File: src/rtl/maple_fifo_arbiter.sv
// Round-robin arbiter sharing the FX2 EP6 IN stream writer between Maple
// channel receivers: tags each packet, paces bytes to the writer's cycle
// budget and leaves a quiet gap between packets.
module maple_fifo_arbiter #(
   parameter int         N_CH         = 4,
   parameter int         START_CYCLES = 3,
   parameter int         BYTE_CYCLES  = 3,
   parameter int         GAP_CYCLES   = 3,
   parameter int         MAX_BYTES    = 255,
   parameter logic [7:0] TAG_BASE     = 8'hA0
) (
   input  logic              clk,
   input  logic              reset,
   input  logic [N_CH-1:0]   req_enable,
   input  logic [N_CH-1:0]   req_ready,
   input  logic [8*N_CH-1:0] req_data,
   output logic [N_CH-1:0]   req_ack,
   output logic [N_CH-1:0]   grant,
   output logic              out_enable,
   output logic              out_ready,
   output logic [7:0]        out_data,
   output logic              truncated
);

   localparam int CW = (N_CH > 1) ? $clog2(N_CH) : 1;

   typedef enum logic [2:0] {IDLE, ARB, START, PACE, XFER, GAP} state_t;

   state_t            state, state_n;
   logic [7:0]        wait_cnt, wait_n;
   logic [7:0]        byte_cnt, byte_n;
   logic [CW-1:0]     last, last_n;
   logic              dropped, dropped_n;
   logic [N_CH-1:0]   grant_n, ack_n;
   logic              oe_n, rdy_n, trunc_n;
   logic [7:0]        data_n;

   logic              found;
   logic [CW-1:0]     pick, cand;
   int                idx;
   logic              owner_en, owner_rdy;
   logic [7:0]        owner_data;

   // The owner is always the last granted index, so its request lines are
   // selected through the round-robin pointer.
   assign owner_en   = req_enable[last];
   assign owner_rdy  = req_ready[last];
   assign owner_data = req_data[{last, 3'b000} +: 8];

   // State register and registered outputs; reset wins over any packet in flight.
   always_ff @(posedge clk) begin
      if (reset) begin
         state      <= IDLE;
         wait_cnt   <= '0;
         byte_cnt   <= '0;
         last       <= CW'(N_CH - 1);
         dropped    <= 1'b0;
         grant      <= '0;
         req_ack    <= '0;
         out_enable <= 1'b0;
         out_ready  <= 1'b0;
         out_data   <= '0;
         truncated  <= 1'b0;
      end else begin
         state      <= state_n;
         wait_cnt   <= wait_n;
         byte_cnt   <= byte_n;
         last       <= last_n;
         dropped    <= dropped_n;
         grant      <= grant_n;
         req_ack    <= ack_n;
         out_enable <= oe_n;
         out_ready  <= rdy_n;
         out_data   <= data_n;
         truncated  <= trunc_n;
      end
   end

   // Round-robin search starting just after the previous owner, wrapping once.
   always_comb begin
      found = 1'b0;
      pick  = '0;
      cand  = '0;
      idx   = 0;
      for (int i = 1; i <= N_CH; i++) begin
         idx  = (int'(last) + i) % N_CH;
         cand = CW'(idx);
         if (!found && req_enable[cand]) begin
            found = 1'b1;
            pick  = cand;
         end
      end
   end

   // Next-state and next-output logic; pulses default low, levels hold.
   always_comb begin
      state_n   = state;
      wait_n    = wait_cnt;
      byte_n    = byte_cnt;
      last_n    = last;
      dropped_n = dropped;
      grant_n   = grant;
      ack_n     = '0;
      oe_n      = out_enable;
      rdy_n     = 1'b0;
      data_n    = out_data;
      trunc_n   = 1'b0;

      case (state)
         IDLE: begin
            if (|req_enable) state_n = ARB;
         end
         ARB: begin
            if (found) begin
               grant_n       = '0;
               grant_n[pick] = 1'b1;
               last_n        = pick;
               byte_n        = '0;
               wait_n        = '0;
               dropped_n     = 1'b0;
               oe_n          = 1'b1;
               state_n       = START;
            end else begin
               state_n = IDLE;
            end
         end
         START: begin
            if (!owner_en) dropped_n = 1'b1;
            if (int'(wait_cnt) >= START_CYCLES - 2) begin
               rdy_n   = 1'b1;
               data_n  = TAG_BASE | 8'(last);
               wait_n  = '0;
               state_n = PACE;
            end else begin
               wait_n = wait_cnt + 8'd1;
            end
         end
         PACE: begin
            if (!owner_en) dropped_n = 1'b1;
            if (int'(wait_cnt) >= BYTE_CYCLES - 2) begin
               wait_n  = '0;
               state_n = XFER;
            end else begin
               wait_n = wait_cnt + 8'd1;
            end
         end
         XFER: begin
            if (dropped || !owner_en) begin
               oe_n    = 1'b0;
               grant_n = '0;
               wait_n  = '0;
               state_n = GAP;
            end else if (owner_rdy) begin
               rdy_n       = 1'b1;
               data_n      = owner_data;
               ack_n[last] = 1'b1;
               byte_n      = byte_cnt + 8'd1;
               wait_n      = '0;
               if (byte_cnt + 8'd1 == 8'(MAX_BYTES)) begin
                  trunc_n = 1'b1;
                  state_n = GAP;
               end else begin
                  state_n = PACE;
               end
            end
         end
         GAP: begin
            // After a truncated grant the final byte pulse is still on the
            // writer with enable high, so the quiet period is only counted
            // once out_enable has actually fallen.
            oe_n    = 1'b0;
            grant_n = '0;
            if (!out_enable) begin
               if (int'(wait_cnt) >= GAP_CYCLES - 1) begin
                  wait_n  = '0;
                  state_n = IDLE;
               end else begin
                  wait_n = wait_cnt + 8'd1;
               end
            end
         end
         default: state_n = IDLE;
      endcase
   end

endmodule

File: config.mk
export PLATFORM = sky130hd
export DESIGN_NAME = maple_fifo_arbiter
export DESIGN_NICKNAME = d
export VERILOG_FILES = /design/src/rtl/maple_fifo_arbiter.sv
export SDC_FILE = /design/constraint.sdc
export NUM_CORES = 1
export LEC_CHECK = 0
export CORE_MARGIN = 2
export CORE_UTILIZATION = 50
export CTS_CLUSTER_SIZE = 20
export DETAILED_ROUTE_END_ITERATION = 10
export PLACE_DENSITY = 0.84
export SLEW_MARGIN = 15
export SYNTH_ARGS = -nofsm -noshare
export SYNTH_HDL_FRONTEND = slang
export SYNTH_SLANG_ARGS = --single-unit
File: constraint.sdc
create_clock -name clk -period 3.6 [get_ports clk]
set_input_delay 0.72 -clock clk [delete_from_list [all_inputs] [get_ports clk]]
set_output_delay 0.72 -clock clk [all_outputs]
set_load 0.1 [all_outputs]
# [After elaboration in Yosys (flattened, before gate mapping)]
# Cells that the tools add are included.
[classes] n_addsub=6 order_cmp=10 n_eq_ne=17 n_shift=1 mux=62 n_bitwise=2 reduce_logical=26
[op_table] operator="$mux W8" count=11
[op_table] operator="$pmux W8 S2" count=2
[op_table] operator="$pmux W8 S4" count=1
[op_table] operator="$shiftx A32 B6 Y8" count=1
[op_table] operator="$mux W3" count=8
[op_table] operator="$mux W1" count=20
[op_table] operator="$ne A2 B2 Y1 const B" count=10
[op_table] operator="$lt A2 B3 Y1 const B" count=6
[op_table] operator="$pmux W3 S6" count=1
[op_table] operator="$add A8 B1 Y8 const B" count=2
[op_table] operator="$bmux W1 S2" count=6
[op_table] operator="$pmux W4 S3" count=1
[op_table] operator="$reduce_and A4 Y1" count=3
[op_table] operator="$mux W2" count=5
[op_table] operator="$eq A8 B8 Y1 const B" count=1
[op_table] operator="$ge A8 B1 Y1 const B" count=1
[op_table] operator="$ge A8 B2 Y1 const B" count=1
[op_table] operator="$mux W4" count=2
[op_table] operator="$reduce_or A4 Y1" count=2
[op_table] operator="$eq A3 B2 Y1 const B" count=2
[op_table] operator="$eq A3 B3 Y1 const B" count=2
[op_table] operator="$reduce_and A3 Y1" count=2
[op_table] operator="$reduce_and A6 Y1" count=1
[op_table] operator="$reduce_bool A2 Y1" count=3
[op_table] operator="other kinds (17)" count=30
[word_totals] reg_bits=41 input_bits=42 wordCells=135

# [Longest topological paths before layout]
[logic_depth] ltp_word=19 depth_mapped=10 depth_no_buf=8

# [Worst setup path after synthesis]
# OpenSTA, ideal clock, no wires.
[synth_path] path_kind="reg-to-reg" startpoint="register last[0]" endpoint="register byte_cnt[0]" setup_ns=0.059 t_arrival_ns=2.597 t_required_ns=3.541 setup_slack_ns=0.944 stages_incl_launch_ff=11 path_buffers=2 synth_period_minus_slack_ns=2.656 path_cell_list="dfxtp_1 buf_6 clkinv_1 ha_1 clkbuf_1 mux4_2 o41ai_4 and2_4 nor2_1 nor2_4 mux2_1"
[synth_between] elab_chain_len=15 elab_cells_between_ends=32 cone_classes="add/sub: 4; eq/ne: 3; mux: 16; reduce/logical: 9"
[synth_rtl] element="from (decl)" line="32" rtl="logic [CW-1:0] last, last_n;"
[synth_rtl] element="from (signal assigned)" line="56" rtl="last <= CW'(N_CH - 1);"
[synth_rtl] element="from (signal assigned)" line="68" rtl="last <= last_n;"
[synth_rtl] element="$add A2 B1 Y2" line="86" rtl="idx = (int'(last) + i) % N_CH;"
[synth_rtl] element="$bmux W1 S2" line="88" rtl="if (!found && req_enable[cand]) begin"
[synth_rtl] element="$mux W1 (not written as such)" line="88"
[synth_rtl] element="$mux W1" line="88"
[synth_rtl] element="$logic_not A1 Y1" line="88"
[synth_rtl] element="$logic_and A1 B1 Y1" line="88"
[synth_rtl] element="$mux W1" line="88"
[synth_rtl] element="$logic_not A1 Y1" line="88"
[synth_rtl] element="$logic_and A1 B1 Y1" line="88"
[synth_rtl] element="$mux W1" line="88"
[synth_rtl] element="$logic_not A1 Y1" line="88"
[synth_rtl] element="$logic_and A1 B1 Y1" line="88"
[synth_rtl] element="$mux W1" line="88"
[synth_rtl] element="$ne A2 B2 Y1 (no source line)"
[synth_rtl] element="$reduce_and A4 Y1 (no source line) *"
[synth_rtl] element="to (signal assigned)" line="67" rtl="byte_cnt <= byte_n;"
[synth_rtl] element="to (decl)" line="31" rtl="logic [7:0] byte_cnt, byte_n;"
# Every way passes the cells marked *; elsewhere a longest branch is shown, timed or not. The select of a mux whose other input is x is not followed.
# A chain may end at the register's enable or synchronous reset.

# [Worst setup path in the final report]
[layout_path] startpoint="input port req_enable[0]" endpoint="register byte_cnt[0]"
[layout_between] elab_chain_len=14 elab_cells_between_ends=25 cone_classes="eq/ne: 2; mux: 14; reduce/logical: 9"
[layout_rtl] element="from (decl)" line="14" rtl="input logic [N_CH-1:0] req_enable,"
[layout_rtl] element="$bmux W1 S2" line="88"
[layout_rtl] element="$mux W1 (not written as such)" line="88"
[layout_rtl] element="$mux W1" line="88"
[layout_rtl] element="$logic_not A1 Y1" line="88"
[layout_rtl] element="$logic_and A1 B1 Y1" line="88"
[layout_rtl] element="$mux W1" line="88"
[layout_rtl] element="$logic_not A1 Y1" line="88"
[layout_rtl] element="$logic_and A1 B1 Y1" line="88"
[layout_rtl] element="$mux W1" line="88"
[layout_rtl] element="$logic_not A1 Y1" line="88"
[layout_rtl] element="$logic_and A1 B1 Y1" line="88"
[layout_rtl] element="$mux W1" line="88"
[layout_rtl] element="$ne A2 B2 Y1 (no source line)"
[layout_rtl] element="$reduce_and A4 Y1 (no source line) *"
# Marks and branches as above.

==> flow_summary.toml <==
[outcome]
status = "finished clean"

[logic_synthesis]
synth-edff-count = 0
synth_mux_area_share_pct = 13.3
synthFlopType = "dfxtp_1"
synth_warnings = 0
synth_seq_area_share_pct = 32.9
synth_top_family_by_area = "compound AO/OA/AOI/OAI gates"
postSynthCellCount = 283
synth_largest_area_cell = "dfxtp_1"
synth_compound_area_share_pct = 22.7
synthArstFlopShare_pct = 0
synth_area_leaders = "dfxtp_1, mux4_2, a21oi_1"
synth_top_area_share_pct = 32.9
syn_area_per_cell_um2 = 8.82
synth_cell_type_count = 54
synth_xor_area_share_pct = 0.351
synthesis.nets = 335
synth_area_um2 = 2500
ys_ff_latch = 41
synth_simple_gate_area_share_pct = 21.3
synthAdderAreaFrac_pct = 5.01

[die]
pin_count = 61
die_h_um = 74.7
initial_core_util_pct = 52.5
die_w_um = 74.7
core_um2 = 4750
rows = 25
die-area_um2 = 5580

[global_route]
grt-ovfl-total = 0
grt_max_degree = 21
grt_use_total_pct = 23.2
first_global_vias = 2182
grt_pass1_wl_um = 10000
antenna_found_initial = 0

[timing]
fin_crit_ns = 2.80
timing.fmax_mhz = 357
setup_slack_ns = 0.795
slew_violations = 0
slew_headroom_pct = 32.6
setup_tns_ns = 0
grt_setup_unrepaired = "no"
period_share_pct = 77.9
hold_viol = 0
skew_ns = 0.00632
finalSetupViolCount = 0
tightestPinTransition_ns = 1.01

[clock_tree]
cts_tree = "done"
clkLatencyLatePin_ns = 0.29
postCtsHoldBufs = 0
cts-htree-levels = 2
cts_made_buffers = 5
clockBufferDepth = 2
cts_num_sinks = 41
ctsResizeCount = 0
root_buffer = "clkbuf_8"
path_clk_slew_ns = 0.08
post_cts_buffers = 0

[placement]
gp_congestion = 0.913
dp_hpwl_um = 4630
dp_cells = 400
port_buffers = 60
pre_cts_ws_ns = 0.512

[cells_and_area]
area_growth_pct = 29.6
fill_cells = 394
layoutNonFillerInstCount = 408
nets = 392
final_core_util_pct = 68.1
drive_gt1_share_pct = 11.4
antenna_cells = 0

[drt]
drtIter0Drc = 151
wire_per_inst_um = 14.9
vias = 2363
drc = 0
avgViaCountPerCell = 5.79
drt-total-wl_um = 6090
drtPass1Iterations = 4
ant_nets = 0

[run]
cap_viol_max_count = 0

[power_and_ir_drop]
power.total_uw = 2030
power.leakage_uw = 0.00118
power.density_nw_per_um2 = 627
max-vdd-ir-drop_uv = 445

[critical_path]
r2r_cells = 8
start_kind = "primary input"
path_max_fanout = 9
path_class = "in -> reg"
cp-end-kind = "register"
cp.arrival_ns = 3.05
cp.required_ns = 3.84

[worst_hold_path]
min_path_type = "reg -> reg"
hold_path_depth = 2
[where the power goes]
group          leakage [uW]  switching (uW)  total [uW]  internal [uW]
combinational      0.000804             721        1170            450
sequential         0.000332            62.6         569            507
clock             0.0000450             155         289            134
total               0.00118             939        2030           1090
[kinds of logic (layout without fill, tap and decap cells)]
| family | count (synthesis) | in the layout |
|---|---|---|
| muxes | 19 | 19 |
| AOI/OAI and AO/OA | 80 | 80 |
| buffers and inverters | 27 | 85 |
| adders and majority gates | 10 | 10 |
| xor gates and xnor gates | 1 | 1 |
| DFF | 41 | 41 |
| and+or+nand+nor | 105 | 105 |
[registers in the layout, indices dropped and copies added, names as in the netlist]
signal      cells
req_ack         4
state           3
out_ready       1
out_data        8
truncated       1
out_enable      1
dropped         1
byte_cnt        8
grant           4
last            2
wait_cnt        8
[per-stage QoR]
| step | instance area, um2 | hold slack (ns) |
|---|---|---|
| 2_1_floorplan | 2500 | 0.458 |
| 3_3_place_gp | 3150 | 0.444 |
| 3_5_place_dp | 3150 | 0.454 |
| 4_1_cts | 3240 | 0.468 |
| 5_1_grt | 3240 | 0.487 |
| 6_report | 3240 | 0.469 |
[layout make-up]
cell class / instances / area (um2) / area share (%)
Clock buffer: 6 / 72.6 / 2.24
Clock inverter: 2 / 10.0 / 0.309
Inverter: 12 / 45.0 / 1.39
Multi-Input combinational cell: 215 / 1570 / 48.4
Sequential cell: 41 / 821 / 25.4
Tap cell: 67 / 83.8 / 2.59
Timing Repair Buffer: 65 / 638 / 19.7
[final timing paths]
path / slack [ns] / startpoint / endpoint
setup / recovery: 0.80 / req_enable[0] / byte_cnt[0]
hold / removal: 0.47 / out_data[2] / out_data[2]
setup reg to reg: 0.87 / last[0] / byte_cnt[0]
hold reg to reg: 0.47 / out_data[2] / out_data[2]
[critical path, stage by stage]
cell             delay, ns
clkdlybuf4s50_1       0.54
mux4_2                0.64
o41ai_4               0.56
and2_4                0.25
nor2_1                0.07
nor2_4                0.11
mux2_1                0.14
[routing by layer]
metal  track usage (%)  wire [um]  up-vias
li1                  -          -     1158
met1              31.8       2700     1127
met2              37.9       3010       65
met3              3.35        238       13
met4              7.74        135        0
met5                 0          0        -
[Yosys cell counts (all sizes together) (6+ instances only)]
master,n
dfxtp,41
a21oi,29
nand2,29
nor2,26
nand3,13
clkbuf,11
inv,11
mux4,11
ha,10
o21ai,9
a31oi,6
and2,6
nor3,6
[placed cells by master, fill, tap and decap left out, drive strengths merged, types with 4 or more instances in the layout]
master / synthesis / layout
a211oi: 4 / 4
a21o: 5 / 5
a21oi: 29 / 29
a31oi: 6 / 6
a41oi: 4 / 4
and2: 6 / 6
buf: 4 / 5
clkbuf: 11 / 6
clkdlybuf4s50: 0 / 60
dfxtp: 41 / 41
ha: 10 / 10
inv: 11 / 11
mux2i: 5 / 5
mux4: 11 / 11
nand2: 29 / 29
nand3: 13 / 13
nor2: 26 / 26
nor2b: 4 / 4
nor3: 6 / 6
nor3b: 4 / 4
o21ai: 9 / 9
or3: 4 / 4
Note: power is estimated with default switching activity, not from simulation.
